$ cat config.mk
export PLATFORM = sky130hd
export DESIGN_NAME = bcd_7seg_scan
export DESIGN_NICKNAME = d
export VERILOG_FILES = /design/src/rtl/seg7_pkg.sv /design/src/rtl/seg7_digit_decode.sv /design/src/rtl/bcd_7seg_scan.sv
export SDC_FILE = /design/constraint.sdc
export NUM_CORES = 1
export LEC_CHECK = 0
export CORE_ASPECT_RATIO = 0.7
export CORE_MARGIN = 5
export CORE_UTILIZATION = 48
export CTS_CLUSTER_DIAMETER = 30
export DETAILED_ROUTE_END_ITERATION = 6
export PLACE_DENSITY = 0.72
export SYNTH_ARGS = -nofsm -noshare
export SYNTH_HDL_FRONTEND = slang
export SYNTH_SLANG_ARGS = --single-unit
$ cat constraint.sdc
create_clock -name clk -period 2.5 [get_ports clk]
set_clock_uncertainty 0.15 [all_clocks]
set_input_delay 0.5 -clock clk [delete_from_list [all_inputs] [get_ports clk]]
set_output_delay 0.5 -clock clk [all_outputs]
set_load 0.02 [all_outputs]
$ cat src/rtl/seg7_pkg.sv
// Shared segment glyphs and width helper for the multiplexed
// 7-segment display driver.
package seg7_pkg;

    localparam logic [6:0] SEG_0     = 7'h40;
    localparam logic [6:0] SEG_1     = 7'h79;
    localparam logic [6:0] SEG_2     = 7'h24;
    localparam logic [6:0] SEG_3     = 7'h30;
    localparam logic [6:0] SEG_4     = 7'h19;
    localparam logic [6:0] SEG_5     = 7'h12;
    localparam logic [6:0] SEG_6     = 7'h02;
    localparam logic [6:0] SEG_7     = 7'h78;
    localparam logic [6:0] SEG_8     = 7'h00;
    localparam logic [6:0] SEG_9     = 7'h18;
    localparam logic [6:0] SEG_A     = 7'h08;
    localparam logic [6:0] SEG_B     = 7'h03;
    localparam logic [6:0] SEG_C     = 7'h46;
    localparam logic [6:0] SEG_D     = 7'h21;
    localparam logic [6:0] SEG_E     = 7'h06;
    localparam logic [6:0] SEG_F     = 7'h0E;
    localparam logic [6:0] SEG_BLANK = 7'h7F;

    // Never returns 0 so counters of size 1 still get a real bit.
    function automatic int clog2(input int v);
        int r;
        r = 0;
        for (int x = v - 1; x > 0; x = x >> 1) begin
            r++;
        end
        return (r < 1) ? 1 : r;
    endfunction

endpackage

$ cat src/rtl/seg7_digit_decode.sv
// Combinational BCD/hex nibble to active-low {g..a} segment decoder
// with a forced-blank input.
module seg7_digit_decode
    import seg7_pkg::*;
(
    input  logic [3:0] code,
    input  logic       hex_mode,
    input  logic       blank,
    output logic [6:0] seg
);

    logic [6:0] glyph;

    always_comb begin
        glyph = SEG_BLANK;
        case (code)
            4'h0: glyph = SEG_0;
            4'h1: glyph = SEG_1;
            4'h2: glyph = SEG_2;
            4'h3: glyph = SEG_3;
            4'h4: glyph = SEG_4;
            4'h5: glyph = SEG_5;
            4'h6: glyph = SEG_6;
            4'h7: glyph = SEG_7;
            4'h8: glyph = SEG_8;
            4'h9: glyph = SEG_9;
            4'hA: glyph = SEG_A;
            4'hB: glyph = SEG_B;
            4'hC: glyph = SEG_C;
            4'hD: glyph = SEG_D;
            4'hE: glyph = SEG_E;
            default: glyph = SEG_F;
        endcase
    end

    assign seg = (blank || (!hex_mode && code > 4'd9)) ? SEG_BLANK : glyph;

endmodule

$ cat src/rtl/bcd_7seg_scan.sv
// Multiplexed multi-digit BCD display driver: shadow register,
// refresh prescaler, digit scan, leading-zero blanking, output regs.
module bcd_7seg_scan
    import seg7_pkg::*;
#(
    parameter int DIGITS      = 4,
    parameter int REFRESH_DIV = 50000,
    parameter bit HEX_MODE    = 1'b0
) (
    input  logic                  clk,
    input  logic                  reset,
    input  logic [4*DIGITS-1:0]   bcd,
    input  logic                  load,
    input  logic                  lzb,
    output logic [6:0]            seg,
    output logic [DIGITS-1:0]     an,
    output logic                  scan_tick
);

    localparam int IW = clog2(DIGITS);
    localparam int PW = clog2(REFRESH_DIV);

    logic [4*DIGITS-1:0] shadow_q, shadow_d;
    logic [PW-1:0]       pre_q, pre_d;
    logic [IW-1:0]       idx_q, idx_d;
    logic [6:0]          seg_q, seg_d;
    logic [DIGITS-1:0]   an_q, an_d;
    logic                tick_q, tick_d;

    logic                wrap;
    logic [3:0]          nib;
    logic                blank;
    logic                zero_above;

    assign wrap     = (pre_q == PW'(REFRESH_DIV - 1));
    assign pre_d    = wrap ? '0 : pre_q + 1'b1;
    assign shadow_d = load ? bcd : shadow_q;

    always_comb begin
        idx_d = idx_q;
        if (wrap) begin
            idx_d = (idx_q == IW'(DIGITS - 1)) ? '0 : idx_q + 1'b1;
        end
    end

    // Walk from the top digit down so zero_above covers nibbles k..DIGITS-1.
    always_comb begin
        nib        = 4'd0;
        blank      = 1'b0;
        zero_above = 1'b1;
        an_d       = '1;
        for (int k = DIGITS - 1; k >= 0; k--) begin
            zero_above = zero_above && (shadow_q[4*k +: 4] == 4'd0);
            if (idx_q == IW'(k)) begin
                nib     = shadow_q[4*k +: 4];
                blank   = lzb && (k > 0) && zero_above;
                an_d[k] = 1'b0;
            end
        end
    end

    seg7_digit_decode u_dec (
        .code     (nib),
        .hex_mode (HEX_MODE),
        .blank    (blank),
        .seg      (seg_d)
    );

    // Prescaler at zero means the output regs now show a freshly selected digit.
    assign tick_d = (pre_q == '0);

    always_ff @(posedge clk) begin
        if (reset) begin
            shadow_q <= '0;
            pre_q    <= '0;
            idx_q    <= '0;
            seg_q    <= SEG_BLANK;
            an_q     <= '1;
            tick_q   <= 1'b0;
        end else begin
            shadow_q <= shadow_d;
            pre_q    <= pre_d;
            idx_q    <= idx_d;
            seg_q    <= seg_d;
            an_q     <= an_d;
            tick_q   <= tick_d;
        end
    end

    assign seg       = seg_q;
    assign an        = an_q;
    assign scan_tick = tick_q;

endmodule

* After elaboration in Yosys (flattened, before gate mapping) *
Memories as Yosys holds them, arrays and structs flattened. A register that Yosys moved wholly into a read port is not among the register bits.
Cells that the tools add are included.
Widths: inputs -> output; s select.

word-level totals
  input bits = 20
  memories kept = 1
  flip-flop bits (word level) = 39
  bits in read-only memories = 112

memories
  memory           depth  bits a word  read ports  clocked after Yosys merged registers in  write ports  line                     source
  (no name shown)  16     7            1           1                                        0            seg7_digit_decode.sv:16  case (code)

operators by class
  equal/unequal tests = 4
  order comparisons = 1
  add/sub/neg operators = 2
  reductions and logical operators = 13
  multiplexer cells = 13

operators with widths
  kind                   number
  $add 16x1->16 const B  1
  $eq 16x16->1 const B   1
  $logic_not 16->1       1
  $mux 4                 4
  $logic_not 4->1        3
  $mux 1                 8
  $logic_and 1x1->1      5
  $eq 2x2->1 const B     2
  $gt 4x4->1 const B     1
  $reduce_or 2->1        2
  $add 2x1->2 const B    1
  $eq 2x1->1 const B     1
  $logic_not 2->1        1
  $mux 2                 1
  $logic_or 1x1->1       1

* Longest topological paths before layout *
Gate-level depths: netlist (run 1).

  depth in word-level cells = 8
  gate-level depth with buffers = 11
  depth with buffers taken out = 10

* By module *
From an unflattened synthesis (run 1), not the netlist that was laid out.

unflattened totals
  cell total of the unflattened synthesis = 254
  area, all modules = 2,269.7 µm²

by module, submodules not included
  module             cells an instance  area an instance (µm²)  sequential area each (µm²)  times used
  bcd_7seg_scan      216                1,980.6                 920.9                       1
  seg7_digit_decode  38                 289.0                   0.0                         1

* Worst setup path after synthesis (run 1) *
OpenSTA, ideal clock, no wires.

  kind = reg-to-reg
  start = register idx_q[0]
  end = register seg_q[3] (netlist: seg[3])
  clock period less this slack = 2,485 ps
  setup time = 125 ps
  data arrival time = 2,210 ps
  stages on the path, launching flop included = 12
  setup slack = 15 ps
  data required time = 2,225 ps
  cells stage by stage = dfxtp_1 inv_1 ha_1 buf_2 nor2_1 o211ai_1 nand2_1 inv_1 ha_1 or2_2 a31oi_1 o21ai_1

between the ends
  cells in the longest elaborated chain, start to end = 8
  elaborated cells between the ends (all ways) = 15
  those cells by class = order compare (1); eq/ne (3); mux (8); reduce/logical (3)

ends and longest elaborated chain
  item                              line                     source
  start: declaration                bcd_7seg_scan.sv:25      logic [IW-1:0] idx_q, idx_d;
  start signal: assignment          bcd_7seg_scan.sv:83      idx_q <= idx_d;
  $eq 2x2->1                        bcd_7seg_scan.sv:54      if (idx_q == IW'(k)) begin
  $mux 4 (4 in series)              bcd_7seg_scan.sv:54
  $gt 4x4->1                        seg7_digit_decode.sv:36  assign seg = (blank || (!hex_mode && code > 4'd9)) ? SEG_BLANK : glyph;
  $logic_or 1x1->1                  seg7_digit_decode.sv:36
  $reduce_or 2->1 (no source line)  n/a
  end: declaration                  bcd_7seg_scan.sv:26      logic [6:0] seg_q, seg_d;

Parallel ways exist; a longest one is shown, timed or not.
A chain may end at the register's enable or synchronous reset.

* Worst setup path after layout (run 1) *
Same ends and word-level chain as after synthesis.

==> tab_implementation.tex, run 1 <==
\begin{tabular}{lr}
\hline
Metric & Value \\
\hline
\multicolumn{2}{l}{\textbf{Clocking}} \\
\quad H-tree levels & 2 \\
\quad Skew-Pair Late Insertion Delay & 300 ps \\
\quad CTS Root Buffer Type & sky130\_fd\_sc\_hd\_\_clkbuf\_8 \\
\quad CTS Buf Count & 5 \\
\quad Clock sink total & 46 \\
\quad Deepest clock path buffer count & 2 \\
\quad Post CTS Setup Buffer Count & 0 \\
\quad Clock tree from TritonCTS & yes \\
\quad Clock-pin slew of the registers on the worst-case setup and hold paths & 80 ps \\
\multicolumn{2}{l}{\textbf{Setup path}} \\
\quad Category of the most critical setup path & flop to flop \\
\quad Data required time of the critical path & 2540 ps \\
\quad Total buffers and inverters traversed by the critical path & 3 \\
\quad Kind of cell adding the most delay to the critical path & adder cells \\
\quad Worst-path cell chain & inv\_1 > ha\_2 > buf\_4 > nand2\_1 > o21ai\_0 > nand2\_1 > inv\_1 > ha\_1 > or2\_2 > a31oi\_1 > o21ai\_1 \\
\quad Flop2flop setup slack & 180 ps \\
\quad Launching element type of the critical path & flop \\
\quad WP data arrival & 2360 ps \\
\quad Peak fanout along the critical path & 8 \\
\quad Largest stage delay on the critical path & 370 ps \\
\quad Worst Setup End Kind & flop \\
\quad Cell with the biggest individual delay on the critical path & sky130\_fd\_sc\_hd\_\_dfxtp\_2 \\
\multicolumn{2}{l}{\textbf{Global routing}} \\
\quad Wire length of the first global-routing pass & 7250 µm \\
\quad Number of global-route vias before repair & 1,535 \\
\quad Total track usage & 15.4\% \\
\quad Pin count of the biggest net entering global routing & 17 \\
\quad Remaining global-route overflow & 0 \\
\quad Initial antenna violation count & 0 \\
\multicolumn{2}{l}{\textbf{STA}} \\
\quad Max\_slew headroom & 62.7\% \\
\quad Worst Slack Setup Final & 183 ps \\
\quad Number of endpoints failing setup at the final stage & 0 \\
\quad Final critical-path required period & 2320 ps \\
\quad Setup TNS & 0 ps \\
\quad Final number of max-transition violations & 0 \\
\quad Final period util & 92.7\% \\
\quad Setup repair after global routing missed its margin & false \\
\quad Worst Tran Pin Value & 560 ps \\
\quad Count of final hold-check violations & 0 \\
\quad Max Clock Freq & 432 MHz \\
\multicolumn{2}{l}{\textbf{Job}} \\
\quad Max-Cap Viols & 0 \\
\multicolumn{2}{l}{\textbf{Floorplanning}} \\
\quad Die Wd & 90.5 µm \\
\quad Core area & 4350 µm² \\
\quad IO Pins & 32 \\
\quad Vertical die dimension & 66.4 µm \\
\quad Rows & 20 \\
\quad Starting Density & 50.1\% \\
\quad Total die area & 6010 µm² \\
\multicolumn{2}{l}{\textbf{Yosys}} \\
\quad Simple-gate area share of the yosys netlist & 24.3\% \\
\quad Adder-cell share of the synthesized area & 6.31\% \\
\quad Register bit count reported by yosys & 46 \\
\quad Post-Syn Nets & 270 \\
\quad Distinct cells, synth & 43 \\
\quad Synthesized area per cell & 9.12 µm² \\
\quad Number of synthesized flops with an enable pin & 0 \\
\quad Most instantiated flip-flop cell in the synthesis netlist & sky130\_fd\_sc\_hd\_\_dfxtp\_1 \\
\quad Post-synthesis instance area & 2180 µm² \\
\quad Parity-gate share of the synthesized area counting xor and xnor cells & 5.63\% \\
\quad Mapped Cells & 239 \\
\quad Sequential element share of the synthesized area & 42.3\% \\
\quad Proportion of register bits with asynchronous set or reset after synthesis & 0\% \\
\quad Count of yosys warnings during synthesis & 0 \\
\quad Fraction of synthesized area in multiplexers & 9.70\% \\
\quad Combinational family with the most area after synthesis & simple AND/OR/NAND/NOR gates \\
\quad Post-synthesis compound-gate area fraction & 7.35\% \\
\multicolumn{2}{l}{\textbf{Routing}} \\
\quad TritonRoute pass-1 iters & 4 \\
\quad Count of vias placed by the detailed router & 1,706 \\
\quad Number of design rule violations left after detail routing & 0 \\
\quad Mean routed wirelength per cell & 13.2 µm \\
\quad Vias per Instance & 5.14 \\
\quad Remaining antenna violation count after routing & 0 \\
\quad Initial DRC Count & 94 \\
\quad Wirelength, routed & 4380 µm \\
\multicolumn{2}{l}{\textbf{Power and ir drop}} \\
\quad Leakage power & 1.06 nW \\
\quad Worst-case vdd ir drop & 0.384 mV \\
\quad Power Total & 1.52 mW \\
\quad Power density over the cells & 566 nW/µm² \\
\multicolumn{2}{l}{\textbf{Placement}} \\
\quad Pre-CTS setup slack & 40.3 ps \\
\quad Routability cong. & 0.900 \\
\quad Placed inst area & 2560 µm² \\
\quad HPWL after DPL & 3290 µm \\
\quad Number of buffers inserted by port buffering & 31 \\
\multicolumn{2}{l}{\textbf{Cells and area}} \\
\quad Layout area overhead & 23.0\% \\
\quad Final-stage net count & 307 \\
\quad Share of layout cells above drive strength 1 & 10.1\% \\
\quad Final standard cell area without fillers & 2680 µm² \\
\quad Filler instances & 408 \\
\quad Count of antenna diodes in the layout & 0 \\
\quad Final core occ & 61.6\% \\
\multicolumn{2}{l}{\textbf{Min path}} \\
\quad Hold Path Class & flop to flop \\
\multicolumn{2}{l}{\textbf{Outcome}} \\
\quad Status & finished clean \\
\hline
\end{tabular}
==> cell usage after synthesis (4+ instances only) <==
cell | n | area share (%)
sky130_fd_sc_hd__nor2_1 | 43 | 7.4
sky130_fd_sc_hd__nor3_1 | 7 | 1.6
sky130_fd_sc_hd__xor2_1 | 8 | 3.2
sky130_fd_sc_hd__o21ai_0 | 5 | 1.1
sky130_fd_sc_hd__nand2b_1 | 5 | 1.4
sky130_fd_sc_hd__nand3_1 | 8 | 1.8
sky130_fd_sc_hd__dfxtp_1 | 46 | 42
sky130_fd_sc_hd__nand3b_1 | 4 | 1.4
sky130_fd_sc_hd__xnor2_1 | 6 | 2.4
sky130_fd_sc_hd__nand2_1 | 19 | 3.3
sky130_fd_sc_hd__inv_1 | 7 | 1.2
sky130_fd_sc_hd__ha_1 | 11 | 6.3
sky130_fd_sc_hd__mux2i_1 | 20 | 9.2
==> placed cells by master (no fill, tap or decap), types with 2 or more instances in the layout <==
cell type	netlist	layout
sky130_fd_sc_hd__nand4_1	3	3
sky130_fd_sc_hd__o21ai_0	5	5
sky130_fd_sc_hd__mux2i_1	20	20
sky130_fd_sc_hd__buf_4	1	9
sky130_fd_sc_hd__inv_1	7	7
sky130_fd_sc_hd__a311o_1	2	2
sky130_fd_sc_hd__a21o_1	3	3
sky130_fd_sc_hd__ha_1	11	8
sky130_fd_sc_hd__clkdlybuf4s50_1	0	31
sky130_fd_sc_hd__or4b_1	2	2
sky130_fd_sc_hd__nand3_1	8	8
sky130_fd_sc_hd__nand2b_1	5	5
sky130_fd_sc_hd__or3_1	2	2
sky130_fd_sc_hd__nor2_2	1	2
sky130_fd_sc_hd__dfxtp_1	46	44
sky130_fd_sc_hd__nor2_1	43	42
sky130_fd_sc_hd__clkbuf_8	0	5
sky130_fd_sc_hd__xor2_1	8	8
sky130_fd_sc_hd__xnor2_1	6	6
sky130_fd_sc_hd__nor3_1	7	7
sky130_fd_sc_hd__ha_2	0	3
sky130_fd_sc_hd__dfxtp_2	0	2
sky130_fd_sc_hd__nand2_1	19	19
sky130_fd_sc_hd__nand3b_1	4	4
sky130_fd_sc_hd__nor2b_1	3	3
sky130_fd_sc_hd__clkbuf_1	3	2
sky130_fd_sc_hd__o21ai_1	3	3
sky130_fd_sc_hd__nor3b_1	2	2
sky130_fd_sc_hd__a31oi_1	3	2
sky130_fd_sc_hd__nor4_1	3	3
==> worst register-to-register path: stages, from the launching register on <==
cell                      delay (ps)
sky130_fd_sc_hd__dfxtp_2         370
sky130_fd_sc_hd__inv_1            70
sky130_fd_sc_hd__ha_2            240
sky130_fd_sc_hd__buf_4           160
sky130_fd_sc_hd__nand2_1          50
sky130_fd_sc_hd__o21ai_0          90
sky130_fd_sc_hd__nand2_1         100
sky130_fd_sc_hd__inv_1            60
sky130_fd_sc_hd__ha_1            330
sky130_fd_sc_hd__or2_2           330
sky130_fd_sc_hd__a31oi_1         170
sky130_fd_sc_hd__o21ai_1          70
==> layout make-up <==
class	instances	area, µm²	share of cell area [%]
clock inverter	1	30.0	1.12
clock buffer	7	76.3	2.85
tap	55	68.8	2.57
multi-input combinational	176	1180	44.0
sequential	46	923	34.4
timing repair buffer	40	378	14.1
inverter	7	26.3	0.980
==> final timing paths <==
path                 start  endpoint  cells past startpoint
hold / removal    pre_q[0]  pre_q[0]                      1
setup reg to reg  idx_q[0]    seg[3]                     11
setup / recovery  idx_q[0]    seg[3]                     11
hold reg to reg   pre_q[0]  pre_q[0]                      1
==> power by group <==
group	internal, mW	switching, mW
Sequential	0.766	0.0203
Clock	0.299	0.239
Combinational	0.104	0.0898
==> routing by layer <==
| metal | part of all wire (%) | global-route usage (%) | routed length, µm |
|---|---|---|---|
| met1 | 54 | 22.1 | 2380 |
| met2 | 37 | 20.7 | 1640 |
| met3 | 6.3 | 4.44 | 276 |
| met4 | 1.9 | 7.81 | 85 |
| met5 | 0 | 0 | 0 |
==> flip-flops by register name, summed over array words and instances (netlist names) <==
register,count
an,4
pre_q,16
scan_tick,1
shadow_q,16
idx_q,2
seg,7
==> logic make-up after synthesis <==
family,Yosys count
DFF,46
muxes,21
buffers and inverters,17
and+or+nand+nor,107
AOI/OAI and AO/OA,23
xor gates and xnor gates,14
adders and majority gates,11
==> repair_timing <==
action                                  in CTS  in global routing
hold buffers                                 0                  0
resized for setup                            0                  7
endpoints found under the setup margin       0                  6
==> stage by stage <==
stage | std cells | hold slack, ps
floorplan | 239 | 292
global placement | 324 | 316
detailed placement | 324 | 325
CTS | 332 | 345
global route | 332 | 379
finish | 332 | 337
No activity file was read; power rests on OpenSTA's default activity.
==> run 2, diff against run 1 <==
Settings changed: CORE_UTILIZATION 48 to 49, PLACE_DENSITY 0.72 to 0.73, SYNTH_HIERARCHICAL from default to 1.
==> run 2 against run 1 <==
  * Synthesized cell count up 6.3%
  * Clock-buffer cell count unchanged
  * Clock power down 13%
  * Non-clock buffer count up 14
  * Critical endpoint is now seg[5]
  * Maximum frequency down 6.6%
  * Sequential power about the same
  * Sequential share of layout area down 3.4 points
  * Critical path depth up 1
  * Cell count up 7.5%
  * Worst setup slack worse by 160 ps
  * Global-route usage up 0.78 points
  * Highest routed layer unchanged
  * Register-to-register slack worse by 160 ps
==> tab_implementation.tex, run 2 <==
\begin{tabular}{lr}
\hline
Metric & Value \\
\hline
\multicolumn{2}{l}{\textbf{Outcome}} \\
\quad Status & finished clean \\
\multicolumn{2}{l}{\textbf{Power and ir drop}} \\
\quad Worst-case vdd ir drop & 0.372 mV (-2.9\%) \\
\quad Leakage power & 1.13 nW (+6.9\%) \\
\quad Power density over the cells & 504 nW/µm² (-11\%) \\
\multicolumn{2}{l}{\textbf{Routing}} \\
\quad Top Layer Used & met4 \\
\quad Remaining antenna violation count after routing & 0 (unchanged) \\
\quad Mean routed wirelength per cell & 14.3 µm (+8.1\%) \\
\quad Initial DRC Count & 98 (+4.3\%) \\
\quad Wirelength, routed & 5100 µm (+16\%) \\
\quad Routed wl met3 & 249 µm (-9.8\%) \\
\quad Met1 WL & 2620 µm (+9.8\%) \\
\quad Number of design rule violations left after detail routing & 0 (unchanged) \\
\quad Met2 Routed Length & 2170 µm (+33\%) \\
\quad TritonRoute pass-1 iters & 4 (unchanged) \\
\quad Count of vias placed by the detailed router & 1,872 (+9.7\%) \\
\quad Vias per Instance & 5.24 (+2.0\%) \\
\multicolumn{2}{l}{\textbf{Cells and area}} \\
\quad Share of layout cells above drive strength 1 & 22.2\% (+12 points) \\
\quad Most common cell after layout, fill and taps aside & sky130\_fd\_sc\_hd\_\_dfxtp\_1 \\
\quad Final standard cell area without fillers & 2980 µm² (+11\%) \\
\quad Final core occ & 67.7\% (+6.1 points) \\
\quad Highest-count cells in the layout ignoring fill and taps & 44 x sky130\_fd\_sc\_hd\_\_dfxtp\_1, 35 x sky130\_fd\_sc\_hd\_\_nor2\_1, 31 x sky130\_fd\_sc\_hd\_\_clkdlybuf4s50\_1 \\
\quad Layout area overhead & 31.4\% \\
\quad Count of antenna diodes in the layout & 0 (unchanged) \\
\quad Final-stage net count & 332 (+8.1\%) \\
\quad Final non-filler cell total & 357 (+7.5\%) \\
\multicolumn{2}{l}{\textbf{Yosys}} \\
\quad Proportion of register bits with asynchronous set or reset after synthesis & 0\% (unchanged) \\
\quad Synthesized area per cell & 8.94 µm² (-2.0\%) \\
\quad Ranking of synthesized cells by instance count & 46 x sky130\_fd\_sc\_hd\_\_dfxtp\_1, 35 x sky130\_fd\_sc\_hd\_\_nor2\_1, 20 x sky130\_fd\_sc\_hd\_\_mux2i\_1 \\
\quad Register bit count reported by yosys & 46 (unchanged) \\
\quad Most common cell in the netlist & sky130\_fd\_sc\_hd\_\_dfxtp\_1 \\
\quad Mapped Cells & 254 (+6.3\%) \\
\quad Count of yosys warnings during synthesis & 6 (+6) \\
\quad Area leader, netlist & sky130\_fd\_sc\_hd\_\_dfxtp\_1 \\
\quad Distinct cells, synth & 42 (-2.3\%) \\
\quad Number of synthesized flops with an enable pin & 0 (unchanged) \\
\quad Area fraction of the dominant cell type after synthesis & 40.6\% (-1.7 points) \\
\quad Sequential element share of the synthesized area & 40.6\% (-1.7 points) \\
\quad Most instantiated flip-flop cell in the synthesis netlist & sky130\_fd\_sc\_hd\_\_dfxtp\_1 \\
\quad Post-Syn Nets & 285 (+5.6\%) \\
\quad Synth area leaders & sky130\_fd\_sc\_hd\_\_dfxtp\_1 41\%, sky130\_fd\_sc\_hd\_\_mux2i\_1 8.8\%, sky130\_fd\_sc\_hd\_\_ha\_1 6.1\% \\
\quad Post-synthesis instance area & 2270 µm² (+4.1\%) \\
\multicolumn{2}{l}{\textbf{Floorplanning}} \\
\quad Core area & 4400 µm² (+1.1\%) \\
\quad Die Wd & 91.3 µm (+0.89\%) \\
\quad Starting Density & 51.5\% (+1.5 points) \\
\quad Vertical die dimension & 66.9 µm (+0.84\%) \\
\quad IO Pins & 32 (unchanged) \\
\quad Rows & 20 (unchanged) \\
\quad Total die area & 6110 µm² (+1.7\%) \\
\multicolumn{2}{l}{\textbf{Placement}} \\
\quad HPWL after DPL & 3440 µm (+4.7\%) \\
\quad Count of placed standard cells including taps & 342 (+5.6\%) \\
\quad Routability cong. & 0.878 (-2.5\%) \\
\quad Number of buffers inserted by port buffering & 31 (unchanged) \\
\quad Placed inst area & 2710 µm² (+6.0\%) \\
\multicolumn{2}{l}{\textbf{STA}} \\
\quad Final number of max-transition violations & 0 (unchanged) \\
\quad Count of final hold-check violations & 0 (unchanged) \\
\quad Number of endpoints failing setup at the final stage & 0 (unchanged) \\
\quad Final period util & 99.2\% (+6.5 points) \\
\quad Final critical-path required period & 2480 ps (+163 ps) \\
\quad Max Clock Freq & 403 MHz (-6.6\%) \\
\multicolumn{2}{l}{\textbf{Setup path}} \\
\quad Largest stage delay on the critical path & 350 ps (-20 ps) \\
\quad Category of the most critical setup path & flop to flop \\
\quad Peak fanout along the critical path & 6 (-2) \\
\quad Cell with the biggest individual delay on the critical path & sky130\_fd\_sc\_hd\_\_dfxtp\_2 \\
\quad Total buffers and inverters traversed by the critical path & 2 (-1) \\
\quad Launching element type of the critical path & flop \\
\quad Worst-path cell chain & inv\_2 > ha\_4 > nand3b\_1 > a21oi\_1 > a21oi\_1 > o21ai\_2 > inv\_2 > ha\_4 > and2\_2 > o21ai\_0 > o211ai\_1 > or2\_2 \\
\quad WP data arrival & 2520 ps (+160 ps) \\
\quad Data required time of the critical path & 2540 ps (about the same) \\
\quad Worst Setup End Kind & flop \\
\quad Kind of cell adding the most delay to the critical path & compound AO/OA/AOI/OAI gates \\
\multicolumn{2}{l}{\textbf{Global routing}} \\
\quad Total track usage & 16.2\% (+0.78 points) \\
\quad Number of global-route vias before repair & 1,651 (+7.6\%) \\
\quad Remaining global-route overflow & 0 (unchanged) \\
\quad Pin count of the biggest net entering global routing & 22 (+5) \\
\quad Initial antenna violation count & 0 (unchanged) \\
\quad Wire length of the first global-routing pass & 7960 µm (+9.7\%) \\
\multicolumn{2}{l}{\textbf{Clocking}} \\
\quad Clock-pin slew of the registers on the worst-case setup and hold paths & 90 ps (about the same) \\
\quad Skew-Pair Late Insertion Delay & 300 ps (about the same) \\
\quad Clock sink total & 46 (unchanged) \\
\quad CTS Buf Count & 5 (unchanged) \\
\quad Deepest clock path buffer count & 2 (unchanged) \\
\quad Clock tree from TritonCTS & yes \\
\quad H-tree levels & 2 (unchanged) \\
\quad CTS Root Buffer Type & sky130\_fd\_sc\_hd\_\_clkbuf\_8 \\
\multicolumn{2}{l}{\textbf{Min path}} \\
\quad Hold Path Class & flop to flop \\
\multicolumn{2}{l}{\textbf{Job}} \\
\quad Max-Cap Viols & 0 (unchanged) \\
\hline
\end{tabular}
[run 2: area by class of cell]
cell class | instances | area, µm²
clock buffer | 7 | 86.3
tap | 55 | 68.8
inverter | 13 | 48.8
multi-input combinational | 181 | 1360
clock inverter | 1 | 5.00
sequential | 46 | 926
timing repair buffer | 54 | 488
fill | 327 | 1420
[run 2: worst register-to-register path: stages, from the launching register on]
cell                       delay [ps]
sky130_fd_sc_hd__dfxtp_2          350
sky130_fd_sc_hd__inv_2             60
sky130_fd_sc_hd__ha_4             170
sky130_fd_sc_hd__nand3b_1         150
sky130_fd_sc_hd__a21oi_1          160
sky130_fd_sc_hd__a21oi_1           70
sky130_fd_sc_hd__o21ai_2          150
sky130_fd_sc_hd__inv_2            120
sky130_fd_sc_hd__ha_4             190
sky130_fd_sc_hd__and2_2           180
sky130_fd_sc_hd__o21ai_0          210
sky130_fd_sc_hd__o211ai_1         130
sky130_fd_sc_hd__or2_2            280
[run 2: final timing paths]
| check | startpoint | endpoint | slack [ps] | cells past startpoint |
|---|---|---|---|---|
| worst min-delay path | pre_q[15] | pre_q[15] | 360 | 2 |
| worst min register to register | pre_q[15] | pre_q[15] | 360 | 2 |
| worst max-delay path | idx_q[0] | seg[5] | 20 | 12 |
| worst max register to register | idx_q[0] | seg[5] | 20 | 12 |
[run 2: timing repair]
item / in CTS / in global routing
setup buffers: 1 / 6
hold buffers: 0 / 0
pin swaps: 2 / 7
resized for setup: 4 / 25
setup endpoints to repair: 6 / 7
[run 2: cells by family after synthesis]
group	Yosys count	share of synthesized area, %
fa+ha+maj	11	6.06
other cells	1	0.165
compound gates	30	8.54
simple gates	106	25.0
buf+inv	27	5.79
xor+xnor	13	5.02
flops	46	40.6
mux	20	8.82
[run 2: through the flow]
step	TNS, ps	hold slack (ps)	total power, mW	worst slack [ps]
4_1_cts	0	361	1.48	16.4
2_1_floorplan	-21.4	310	0.932	-7.34
6_report	0	357	1.50	20.1
5_1_grt	-63.5	386	1.57	-36.8
3_5_place_dp	-94.3	343	1.02	-24.1
3_3_place_gp	0	324	1.02	9.38
[run 2: routing by layer]
metal	track usage (%)	vias up
met4	6.59	0
met1	23.8	863
met2	22.1	50
met5	0	-
met3	4.18	5
li1	-	954
[run 2: where the power goes]
part	internal [mW]	leakage, nW	switching, mW	total [mW]
registers	0.765	0.379	0.0238	0.788
clock network	0.223	0.0482	0.246	0.470
logic	0.133	0.707	0.110	0.243
==> run 3, diff against run 2 <==
Clock period 2.5 ns to 2 ns, I/O delays scaled along.
==> run 3 against run 2 <==
  * The flow now finishes with violations (setup timing)
  * Design area rose by 8.1%
  * Combinational power up 42%
  * Via count grew 3.9%
  * Worst setup slack lost 400 ps
  * Maximum frequency increased by 4.0%
  * Power grew 34%
  * Worst hold slack improved by 1.9 ps
  * Critical path depth down 1
  * Sequential share of layout area down 2.2 points
  * Wire length is 3.9% higher
  * Global-route usage up 1.3 points
  * First-iteration DRC count fell by 42%
  * Critical endpoint is now seg[1]
  * Largest cell class unchanged
==> tab_implementation.tex, run 3 (same netlist as run 2, synthesis figures left out) <==
\begin{tabular}{lr}
\hline
Metric & Value \\
\hline
\multicolumn{2}{l}{\textbf{Global routing}} \\
\quad Pin count of the biggest net entering global routing & 23 (+4.5\%) \\
\quad Number of global-route vias before repair & 1,714 (+3.8\%) \\
\quad Wire length of the first global-routing pass & 8360 µm (+5.0\%) \\
\quad Total track usage & 17.5\% (+1.3 points) \\
\quad Most utilized layer in the global route result & met2 \\
\quad Initial antenna violation count & 0 (unchanged) \\
\quad Met2 track demand over resource in global routing & 25.3\% (+3.1 points) \\
\quad Met3 Use GR & 5.76\% (+1.6 points) \\
\quad Remaining global-route overflow & 0 (unchanged) \\
\quad Met1 Track Usage GR & 24.4\% (+0.60 points) \\
\multicolumn{2}{l}{\textbf{Setup path}} \\
\quad WP data arrival & 2430 ps (-90 ps) \\
\quad Peak fanout along the critical path & 7 (+1) \\
\quad FF-to-FF Start & idx\_q[0] \\
\quad Critical path origin & idx\_q[0] \\
\quad Reg2Reg Capture Point & seg[1] \\
\quad Data required time of the critical path & 2050 ps (-490 ps) \\
\quad Launching element type of the critical path & flop \\
\quad Flop2flop setup slack & -380 ps (-400 ps) \\
\quad Cells on worst reg2reg path & 11 (-1) \\
\quad Worst Setup End Kind & flop \\
\quad Category of the most critical setup path & flop to flop \\
\multicolumn{2}{l}{\textbf{Placement}} \\
\quad Pre-CTS setup slack & -428 ps (-404 ps) \\
\quad HPWL after DPL & 3640 µm (+5.7\%) \\
\quad Placed inst area & 2900 µm² (+7.2\%) \\
\quad Routability cong. & 0.847 (-3.5\%) \\
\quad Number of buffers inserted by port buffering & 31 (unchanged) \\
\multicolumn{2}{l}{\textbf{STA}} \\
\quad Worst Slack Setup Final & -384 ps (-404 ps) \\
\quad Final Hold Slack & 359 ps (+1.86 ps) \\
\quad Max Clock Freq & 419 MHz (+4.0\%) \\
\quad Number of endpoints failing setup at the final stage & 7 (+7) \\
\quad Count of final hold-check violations & 0 (unchanged) \\
\quad Setup repair after global routing missed its margin & true \\
\quad Final number of max-transition violations & 0 (unchanged) \\
\quad Final critical-path required period & 2380 ps (-96.1 ps) \\
\quad Final period util & 119\% (+20 points) \\
\multicolumn{2}{l}{\textbf{Power and ir drop}} \\
\quad Worst-case vdd ir drop & 0.474 mV (+27\%) \\
\quad Leakage power & 1.25 nW (+10\%) \\
\quad Power density over the cells & 626 nW/µm² (+24\%) \\
\multicolumn{2}{l}{\textbf{Floorplanning}} \\
\quad Vertical die dimension & 66.9 µm (unchanged) \\
\quad IO Pins & 32 (unchanged) \\
\quad Starting Density & 51.5\% (unchanged) \\
\quad Total die area & 6110 µm² (unchanged) \\
\quad Core area & 4400 µm² (unchanged) \\
\quad Rows & 20 (unchanged) \\
\quad Die Wd & 91.3 µm (unchanged) \\
\multicolumn{2}{l}{\textbf{Clocking}} \\
\quad Deepest clock path buffer count & 2 (unchanged) \\
\quad Clock tree from TritonCTS & yes \\
\quad CTS Root Buffer Type & sky130\_fd\_sc\_hd\_\_clkbuf\_8 \\
\quad Skew-Pair Late Insertion Delay & 300 ps (about the same) \\
\quad Clock-pin slew of the registers on the worst-case setup and hold paths & 90 ps (about the same) \\
\quad H-tree levels & 2 (unchanged) \\
\quad CTS Buf Count & 5 (unchanged) \\
\quad Clock sink total & 46 (unchanged) \\
\multicolumn{2}{l}{\textbf{Routing}} \\
\quad Wirelength, routed & 5290 µm (+3.9\%) \\
\quad Mean routed wirelength per cell & 14.1 µm (-1.4\%) \\
\quad Initial DRC Count & 57 (-42\%) \\
\quad Number of design rule violations left after detail routing & 0 (unchanged) \\
\quad Vias per Instance & 5.17 (-1.4\%) \\
\quad Count of vias placed by the detailed router & 1,945 (+3.9\%) \\
\quad Remaining antenna violation count after routing & 0 (unchanged) \\
\quad TritonRoute pass-1 iters & 4 (unchanged) \\
\multicolumn{2}{l}{\textbf{Outcome}} \\
\quad Failing checks & setup timing \\
\quad Status & complete, but fails checks \\
\multicolumn{2}{l}{\textbf{Min path}} \\
\quad Min-Delay Startpoint & shadow\_q[0] \\
\quad Hold Path Class & flop to flop \\
\quad Hold path cells & 2 (unchanged) \\
\quad Endpoint with the worst hold slack & shadow\_q[0] \\
\multicolumn{2}{l}{\textbf{Cells and area}} \\
\quad Share of layout cells above drive strength 1 & 28.3\% (+6.2 points) \\
\quad Final-stage net count & 351 (+5.7\%) \\
\quad Layout area overhead & 42.0\% \\
\quad Register Area & 928 µm² (+0.27\%) \\
\quad Final standard cell area without fillers & 3220 µm² (+8.1\%) \\
\quad Highest-count cells in the layout ignoring fill and taps & 44 x sky130\_fd\_sc\_hd\_\_dfxtp\_1, 36 x sky130\_fd\_sc\_hd\_\_buf\_4, 35 x sky130\_fd\_sc\_hd\_\_nor2\_1 \\
\quad Count of antenna diodes in the layout & 0 (unchanged) \\
\quad Filler instances & 323 (-1.2\%) \\
\quad Multi-input combinational cell area & 1410 µm² (+4.0\%) \\
\quad Most common cell after layout, fill and taps aside & sky130\_fd\_sc\_hd\_\_dfxtp\_1 \\
\multicolumn{2}{l}{\textbf{Job}} \\
\quad Max-Cap Viols & 0 (unchanged) \\
\hline
\end{tabular}
run 3: cell count changes in the layout (fill, tap and decap cells not counted), sizes merged:
cell      delta
buf         +20
clkbuf       -2
bufinv       +1
clkinv       -1
clkinvlp     +1
run 3: cell type report:
class | instances | share of cell area [%]
clock inverter | 2 | 1.17
timing repair buffer | 73 | 20.2
tap | 55 | 2.14
multi-input combinational | 181 | 43.8
inverter | 13 | 1.59
sequential | 46 | 28.8
clock buffer | 6 | 2.25
run 3: stage by stage:
stage               TNS [ps]  util, %  power, mW  instances
global route           -3530     73.2       2.11        376
global placement       -2620     65.9       1.31        359
CTS                    -2470     70.6       2.00        373
finish                 -2510     73.2       2.02        376
detailed placement     -2930     65.9       1.32        359
floorplan              -2780        -       1.18        254
run 3: layer usage:
metal / vias to the layer above / routed length (µm)
met4: 0 / 99
met2: 56 / 2240
li1: 991 / -
met1: 887 / 2630
met5: - / 0
met3: 11 / 318
run 3: worst max-delay path by stage:
stage	endpoint	slack, ps	depth (start not counted)
floorplan	seg[6]	-420	13
detailed placement	seg[4]	-430	11
finish	seg[1]	-380	11
global placement	seg[6]	-390	12
global route	seg[1]	-530	12
CTS	seg[4]	-400	11
run 3: power by group:
part / internal (mW) / leakage, nW / switching [mW] / total (mW)
Clock: 0.373 / 0.0514 / 0.317 / 0.690
Sequential: 0.954 / 0.379 / 0.0279 / 0.982
Combinational: 0.198 / 0.821 / 0.147 / 0.345
Total: 1.53 / 1.25 / 0.492 / 2.02
run 3: worst max-delay path, stage by stage, from the launching register on:
cell	delay, ps
sky130_fd_sc_hd__dfxtp_4	390
sky130_fd_sc_hd__inv_4	40
sky130_fd_sc_hd__ha_4	160
sky130_fd_sc_hd__nand3b_1	180
sky130_fd_sc_hd__a21oi_2	170
sky130_fd_sc_hd__a21oi_2	60
sky130_fd_sc_hd__o21ai_4	220
sky130_fd_sc_hd__ha_4	190
sky130_fd_sc_hd__o21bai_4	60
sky130_fd_sc_hd__a31oi_4	250
sky130_fd_sc_hd__o311ai_2	160
sky130_fd_sc_hd__or2_4	250
run 3: timing repair:
action,CTS,global route
setup endpoints to repair,7,7
pin swaps,5,13
cloned,1,0
setup buffers,5,3
gates resized for setup,15,20
hold buffers,0,0
